--- config.mk ---
export PLATFORM = sky130hd
export DESIGN_NAME = byte_sram_adapter_flat
export DESIGN_NICKNAME = d
export VERILOG_FILES = /design/src/rtl/byte_pkg.sv /design/src/rtl/byte_sram_adapter_if.sv /design/src/rtl/byte_sram_adapter.sv /design/src/flat_wrapper.sv
export SDC_FILE = /design/constraint.sdc
export NUM_CORES = 1
export LEC_CHECK = 0
export CAP_MARGIN = 20
export CORE_MARGIN = 1.5
export CORE_UTILIZATION = 16
export DETAILED_ROUTE_END_ITERATION = 10
export PLACE_DENSITY = 0.8
export SYNTH_ARGS = -nofsm -noshare
export SYNTH_HDL_FRONTEND = slang
export SYNTH_SLANG_ARGS = --single-unit
--- constraint.sdc ---
create_clock -name clk_i -period 1.5 [get_ports clk_i]
set_clock_uncertainty 0.1 [all_clocks]
set_input_delay 0.225 -clock clk_i [delete_from_list [all_inputs] [get_ports clk_i]]
set_output_delay 0.225 -clock clk_i [all_outputs]
set_load 0.1 [all_outputs]
--- src/rtl/byte_pkg.sv ---
// Shared definitions for the byte bus SRAM endpoint: FSM states, latency limit
// and the byte-offset width helper.
package byte_pkg;

  localparam int MAX_RD_LATENCY = 4;

  typedef enum logic [0:0] {
    IDLE = 1'b0,
    WAIT = 1'b1
  } state_e;

  function automatic int clog2(input int v);
    int r;
    r = 0;
    while ((1 << r) < v) r++;
    return r;
  endfunction

endpackage

--- src/rtl/byte_sram_adapter_if.sv ---
// Byte bus request/response channel and synchronous SRAM macro port.
interface byte_bus_if #(
  parameter int DATA_BYTE = 4,
  parameter int ADDR_SIZE = 32
);
  logic                     enable;
  logic                     is_write;
  logic [DATA_BYTE-1:0]     write_mask;
  logic [ADDR_SIZE-1:0]     addr;
  logic [DATA_BYTE*8-1:0]   write_data;
  logic [DATA_BYTE*8-1:0]   read_data;
  logic                     hold;
  logic                     err;

  modport master (output enable, is_write, write_mask, addr, write_data,
                  input  read_data, hold, err);
  modport slave  (input  enable, is_write, write_mask, addr, write_data,
                  output read_data, hold, err);
endinterface

interface sram_if #(
  parameter int DATA_BYTE = 4,
  parameter int SRAM_AW   = 10
);
  logic                     ce;
  logic                     we;
  logic [DATA_BYTE-1:0]     be;
  logic [SRAM_AW-1:0]       addr;
  logic [DATA_BYTE*8-1:0]   wdata;
  logic [DATA_BYTE*8-1:0]   rdata;

  modport master (output ce, we, be, addr, wdata, input rdata);
  modport slave  (input  ce, we, be, addr, wdata, output rdata);
endinterface

--- src/rtl/byte_sram_adapter.sv ---
// Byte bus endpoint driving a fixed-latency synchronous SRAM. Writes complete in
// the issue cycle; reads stall the requester for RD_LATENCY cycles.
module byte_sram_adapter
  import byte_pkg::*;
#(
  parameter int                   DATA_BYTE  = 4,
  parameter int                   ADDR_SIZE  = 32,
  parameter int                   SRAM_AW    = 10,
  parameter logic [ADDR_SIZE-1:0] BASE_ADDR  = '0,
  parameter int                   RD_LATENCY = 1,
  parameter bit                   HOLDENABLE = 1'b1
) (
  input  logic    clk_i,
  input  logic    rst_ni,
  byte_bus_if.slave bus,
  sram_if.master    sram
);

  localparam int                   OFF_W     = clog2(DATA_BYTE);
  localparam logic [ADDR_SIZE-1:0] WIN_BYTES = ADDR_SIZE'(DATA_BYTE) << SRAM_AW;
  localparam logic [1:0]           CNT_INIT  = 2'(RD_LATENCY - 1);
  localparam logic [0:0]           S_IDLE    = IDLE;
  localparam logic [0:0]           S_WAIT    = WAIT;

  if (RD_LATENCY < 1 || RD_LATENCY > MAX_RD_LATENCY) begin : g_bad_latency
    $error("byte_sram_adapter: RD_LATENCY out of range 1..%0d", MAX_RD_LATENCY);
  end
  if ((1 << OFF_W) != DATA_BYTE) begin : g_bad_data_byte
    $error("byte_sram_adapter: DATA_BYTE must be a power of two");
  end
  if ((BASE_ADDR & (WIN_BYTES - 1'b1)) != '0) begin : g_bad_base
    $error("byte_sram_adapter: BASE_ADDR not aligned to the SRAM window");
  end

  logic [0:0]           state_q;
  logic [1:0]           cnt_q;
  logic [ADDR_SIZE-1:0] offs;
  logic                 in_win;
  logic                 idle_req;
  logic                 rd_issue;
  logic                 wr_issue;
  logic                 rd_done;
  logic                 busy;

  // Every strobe is qualified with rst_ni so outputs read 0 for the whole reset window.
  always_comb begin
    offs     = bus.addr - BASE_ADDR;
    in_win   = offs < WIN_BYTES;
    idle_req = rst_ni && (state_q == S_IDLE) && bus.enable;
    rd_issue = idle_req && in_win && !bus.is_write;
    wr_issue = idle_req && in_win && bus.is_write;
    rd_done  = rst_ni && (state_q == S_WAIT) && (cnt_q == 2'd0);
    busy     = rd_issue || (rst_ni && (state_q == S_WAIT) && (cnt_q != 2'd0));
  end

  assign sram.addr  = SRAM_AW'(offs >> OFF_W);
  assign sram.ce    = rd_issue || wr_issue;
  assign sram.we    = wr_issue;
  assign sram.be    = wr_issue ? bus.write_mask : '0;
  assign sram.wdata = bus.write_data;

  assign bus.hold      = HOLDENABLE ? (busy && bus.enable) : busy;
  assign bus.err       = idle_req && !in_win;
  // An abandoned read (enable dropped in WAIT) still drains but never shows its data.
  assign bus.read_data = (rd_done && bus.enable) ? sram.rdata : '0;

  always_ff @(posedge clk_i or negedge rst_ni) begin
    if (!rst_ni) begin
      state_q <= S_IDLE;
      cnt_q   <= 2'd0;
    end else begin
      case (state_q)
        S_IDLE: begin
          if (rd_issue) begin
            state_q <= S_WAIT;
            cnt_q   <= CNT_INIT;
          end
        end
        default: begin
          if (cnt_q == 2'd0) state_q <= S_IDLE;
          else               cnt_q   <= cnt_q - 2'd1;
        end
      endcase
    end
  end

endmodule
--- src/flat_wrapper.sv ---
// flat-port wrapper written by rule: the top's interface ports become plain ports
module byte_sram_adapter_flat import byte_pkg::*;
#(
  parameter int                   DATA_BYTE  = 4,
  parameter int                   ADDR_SIZE  = 32,
  parameter int                   SRAM_AW    = 10,
  parameter logic [ADDR_SIZE-1:0] BASE_ADDR  = '0,
  parameter int                   RD_LATENCY = 1,
  parameter bit                   HOLDENABLE = 1'b1
)
  (clk_i, rst_ni, bus_enable, bus_is_write, bus_write_mask, bus_addr, bus_write_data, bus_read_data, bus_hold, bus_err, sram_ce, sram_we, sram_be, sram_addr, sram_wdata, sram_rdata);
  byte_bus_if #(.DATA_BYTE(DATA_BYTE), .ADDR_SIZE(ADDR_SIZE)) bus_i ();
  sram_if #(.DATA_BYTE(DATA_BYTE), .SRAM_AW(SRAM_AW)) sram_i ();
  input  logic clk_i;
  input  logic rst_ni;
  input wire logic [$bits(bus_i.enable)-1:0] bus_enable;
  input wire logic [$bits(bus_i.is_write)-1:0] bus_is_write;
  input wire logic [$bits(bus_i.write_mask)-1:0] bus_write_mask;
  input wire logic [$bits(bus_i.addr)-1:0] bus_addr;
  input wire logic [$bits(bus_i.write_data)-1:0] bus_write_data;
  output wire logic [$bits(bus_i.read_data)-1:0] bus_read_data;
  output wire logic [$bits(bus_i.hold)-1:0] bus_hold;
  output wire logic [$bits(bus_i.err)-1:0] bus_err;
  output wire logic [$bits(sram_i.ce)-1:0] sram_ce;
  output wire logic [$bits(sram_i.we)-1:0] sram_we;
  output wire logic [$bits(sram_i.be)-1:0] sram_be;
  output wire logic [$bits(sram_i.addr)-1:0] sram_addr;
  output wire logic [$bits(sram_i.wdata)-1:0] sram_wdata;
  input wire logic [$bits(sram_i.rdata)-1:0] sram_rdata;
  assign bus_i.enable = bus_enable;
  assign bus_i.is_write = bus_is_write;
  assign bus_i.write_mask = bus_write_mask;
  assign bus_i.addr = bus_addr;
  assign bus_i.write_data = bus_write_data;
  assign bus_read_data = bus_i.read_data;
  assign bus_hold = bus_i.hold;
  assign bus_err = bus_i.err;
  assign sram_ce = sram_i.ce;
  assign sram_we = sram_i.we;
  assign sram_be = sram_i.be;
  assign sram_addr = sram_i.addr;
  assign sram_wdata = sram_i.wdata;
  assign sram_i.rdata = sram_rdata;
  byte_sram_adapter #(.DATA_BYTE(DATA_BYTE), .ADDR_SIZE(ADDR_SIZE), .SRAM_AW(SRAM_AW), .BASE_ADDR(BASE_ADDR), .RD_LATENCY(RD_LATENCY), .HOLDENABLE(HOLDENABLE)) u_core (.clk_i(clk_i), .rst_ni(rst_ni), .bus(bus_i), .sram(sram_i));
endmodule
==> out/results.env <==
RUN_STATUS='complete, but fails checks'
VIOLATIONS='negative setup slack'
YOSYS_REGISTER_BITS=3
RSZ0062_AT_GRT='yes'
TOP_CELL_TYPE_BY_TOTAL_AREA_AFTER_SYNTHESIS='buf_4'
R2R_SLACK_PS=20
DOMINANTREGCELLSYNTH='dfrtp_1'
DIE_HEIGHT_MICRONS=73.6
CTS_INSERTED_BUFFERS=3
NUM_ROWS=25
WORST_HOLD_STARTPOINT='bus_write_data[1]'
GLOBALPLACE.CONGESTION=0.677
VIA_COUNT_OF_THE_FIRST_GLOBAL_ROUTING_PASS=989
CLOCK_TREE_ROOT_BUFFER_CELL='clkbuf_8'
SETUP.WORST_PATH.CLASS='primary input to primary output'
DR_TOTAL_VIAS=1016
SETUP_VIOL=40
WORST_PATH_REQUIRED_PS=1170
SYNTHESIS.AREA_PER_INSTANCE_SQ_UM=7.06
DRT_DRC_VIOLATIONS_LEFT=0
TIMING.CRITICAL_PATH.FROM_TYPE='primary input'
GRT_MAX_DEGREE=17
YOSYSUNIQUECELLTYPES=19
NUMBER_OF_CLOCK_SINKS=3
DIEWIDTH_MICRONS=73.6
SYNTH_AREA_SQ_UM=798
DR.PASS1.ITERS=3
FLOORPLAN.CORE_AREA_SQ_UM=4750
WORST-R2R-CELL-COUNT=6
CRIT_CHAIN='clkdlybuf4s50_1, or4_4, a21oi_4, buf_12'
SWITCHINGPOWER_uW=118
CLOCK_PATH_BUFFERS=2
INSERTEDDIODECOUNT=0
P_PER_AREA_nW_PER_UM2=214
DRT.ANTENNA.VIOLATING_NETS=0
NETS=298
POSTSYNTH.ASYNCRESETSHARE_PCT=100
LAYOUT_SETUP_WS_PS=-420
MAX_CLOCK_FREQ_GHz=0.521
CLKLATENCYLATEPIN_PS=210
HOLDPATHEND='sram_wdata[1]'
CRITICAL_PATH_PEAK_FANOUT=2
POST_SYNTH_TOP_AREA_SHARE_PCT=39.5
SYNTH_ENABLE_FLOP_CELLS=0
CRIT_BUF_INV=2
WORST_PATH_DOMINANT_CELL_FAMILY='buffers and inverters'
GRT.TOTAL_USAGE_PCT=12.0
ANTENNA_VIOLATIONS_BEFORE_REPAIR=0
COMBINATIONAL_CELL_FRACTION_OF_TOTAL_POWER_PCT=40.1
REG2REG_TO='u_core.state_q'
NETLIST_INSTANCES=113
WORSTHOLDPATHTYPE='primary input to primary output'
FIN_TOTAL_PWR_uW=524
MAPPEDNETLISTNETS=218
PERIOD_SHARE_PCT=128
FINALWIRELENGTH_MM=3.61
SWITCHING_SHARE_PCT=22.5
CP_ENDPOINT_KIND='primary output'
TOP_CELL_TYPES_BY_OCCURRENCE_AFTER_SYNTHESIS='42 x buf_4, 33 x and2_1, 6 x nand2_1, 4 x and3_1, 4 x nor4_1'
PEAKVDDDROP_V=0.000414
POST-SYNTH-TOP-COUNT-CELL='buf_4'
TIMING.HOLD.WS_PS=350
FINAL_PERIOD_MINUS_WORST_SETUP_SLACK_PS=1920
SLEW_VIOL_FINAL=0
GLOBAL_ROUTE_WIRE_LENGTH_BEFORE_REPAIR_MM=4.95
MAX_SLEW.WORST_PIN.SLEW_PS=286
VIA_PER_INST=3.92
TIMING.MAX_SLEW.REL_SLACK_PCT=80.9
INITIALDRTVIOLATIONCOUNT=12
INITIAL_CORE_UTIL_PCT=16.8
SYNTHTOPCELLSBYAREA='buf_4 39%, and2_1 26%, dfrtp_1 9.4%'
SYNTH.YOSYS.WARNINGS=0
DP_HPWL_MM=2.71
PWR-SHARE-SEQ_PCT=15.6
HOLD_DEPTH=0
FINAL_CORE_OCC_PCT=51.6
PORT-BUFFER-COUNT=99
CP.ARRIVAL_PS=1600
AREA_DELTA_SYNTH_FINAL_PCT=207
NUM_IO_PINS=186
INTERNAL_POWER_uW=406
WL_PER_CELL_MICRONS=13.9
CLOCK_SHARE_OF_POWER_PCT=44.3
CTS_MAX_LEVEL=1
FINAL_LAYOUT_SIZE_SUFFIX_GT1_SHARE_PCT=71.4
TIMING.CRITICAL_PATH.SLOWEST_STAGE_CELL='or4_4'
CTS_TREE='built'
GLOBALROUTE.TOTALOVERFLOW=0
CELLLEAKAGEPOWER_uW=0.00103
HOLD_VIOLATIONS=0
FLOORPLAN.DIE_AREA_SQ_UM=5420
YOSYSSEQAREASHARE_PCT=9.40
PLACE_WORST_SETUP_SLACK_PS=-794
CRITICAL-PATH-MAX-STAGE-DELAY_PS=560
DRV_CAP=0
START_OF_THE_WORST_REGISTER_TO_REGISTER_PATH='u_core.cnt_q[0]'
FIN_TNS_SETUP_PS=-15600
worst max-delay path by stage:
stage | from | end | slack (ps) | cells after the start
2_1_floorplan | u_core.state_q | sram_be[0] | -900 | 3
3_3_place_gp | bus_addr[18] | bus_hold | -780 | 6
3_5_place_dp | bus_addr[23] | sram_be[0] | -790 | 7
4_1_cts | bus_addr[13] | sram_be[0] | -460 | 7
5_1_grt | u_core.cnt_q[0] | bus_read_data[10] | -490 | 8
6_report | bus_is_write | bus_hold | -420 | 4
registers in the layout, indices dropped and copies added (netlist names):
| signal | count |
|---|---|
| u_core.cnt_q | 2 |
| u_core.state_q | 1 |
repair_timing:
action / 4_1_cts / 5_1_grt
endpoints found under the setup margin: 43 / 43
gates resized for setup: 77 / 23
gates cloned: 2 / 1
hold endpoints to repair: 3 / 0
hold buffers: 1 / 0
buffers inserted: 3 / 3
pin swaps: 15 / 17
per-layer routing:
layer,vias up,GRT usage [%],wire (microns)
li1,477,-,-
met1,467,11.7,1140
met2,68,23.7,2060
met3,4,4.53,391
met4,0,2.67,20
met5,-,0,0
final cells by class:
cell class | instances | area, sq um
fill | 418 | 2300
timing repair buffer | 120 | 1610
multi-input combinational | 62 | 627
tap | 67 | 83.8
sequential | 3 | 75.1
clock buffer | 4 | 45.0
inverter | 3 | 11.3
metrics by stage:
| step | instance area (sq um) | instances |
|---|---|---|
| after floorplan | 986 | 113 |
| after global placement | 2220 | 245 |
| after detailed placement | 2220 | 245 |
| after CTS | 2380 | 255 |
| after global routing | 2450 | 259 |
| final | 2450 | 259 |
cells by family (layout without fill, tap and decap cells):
family	after synthesis	in the layout	synth area share, %
AND/OR/NAND/NOR	58	58	44.7
buffers and inverters	48	127	42.3
AO/OA/AOI/OAI	3	3	2.04
flip-flops	3	3	9.40
adder cells (fa/ha/maj)	1	1	1.57
power groups by stage:
stage | clock network [uW] | logic (uW) | registers (uW)
3_5_place_dp | 0 | 214 | 82.4
6_report | 232 | 210 | 81.6
4_1_cts | 237 | 208 | 81.6
2_1_floorplan | 0 | 552 | 82.5
3_3_place_gp | 0 | 209 | 82.4
5_1_grt | 250 | 221 | 81.5
cell usage in the layout, fill, tap and decap left out, types with 2 or more instances in the layout:
master	count
buf_16	2
and2_4	33
nand2_2	3
buf_2	4
and3_4	4
clkbuf_2	5
clkbuf_8	3
nor4_4	6
buf_4	9
clkdlybuf4s15_1	2
dlygate4sd2_1	3
inv_1	2
nor2_4	3
nand2_1	3
buf_6	14
buf_12	41
clkdlybuf4s50_1	37
dfrtp_1	3
Power figures use the tool's default switching activity.
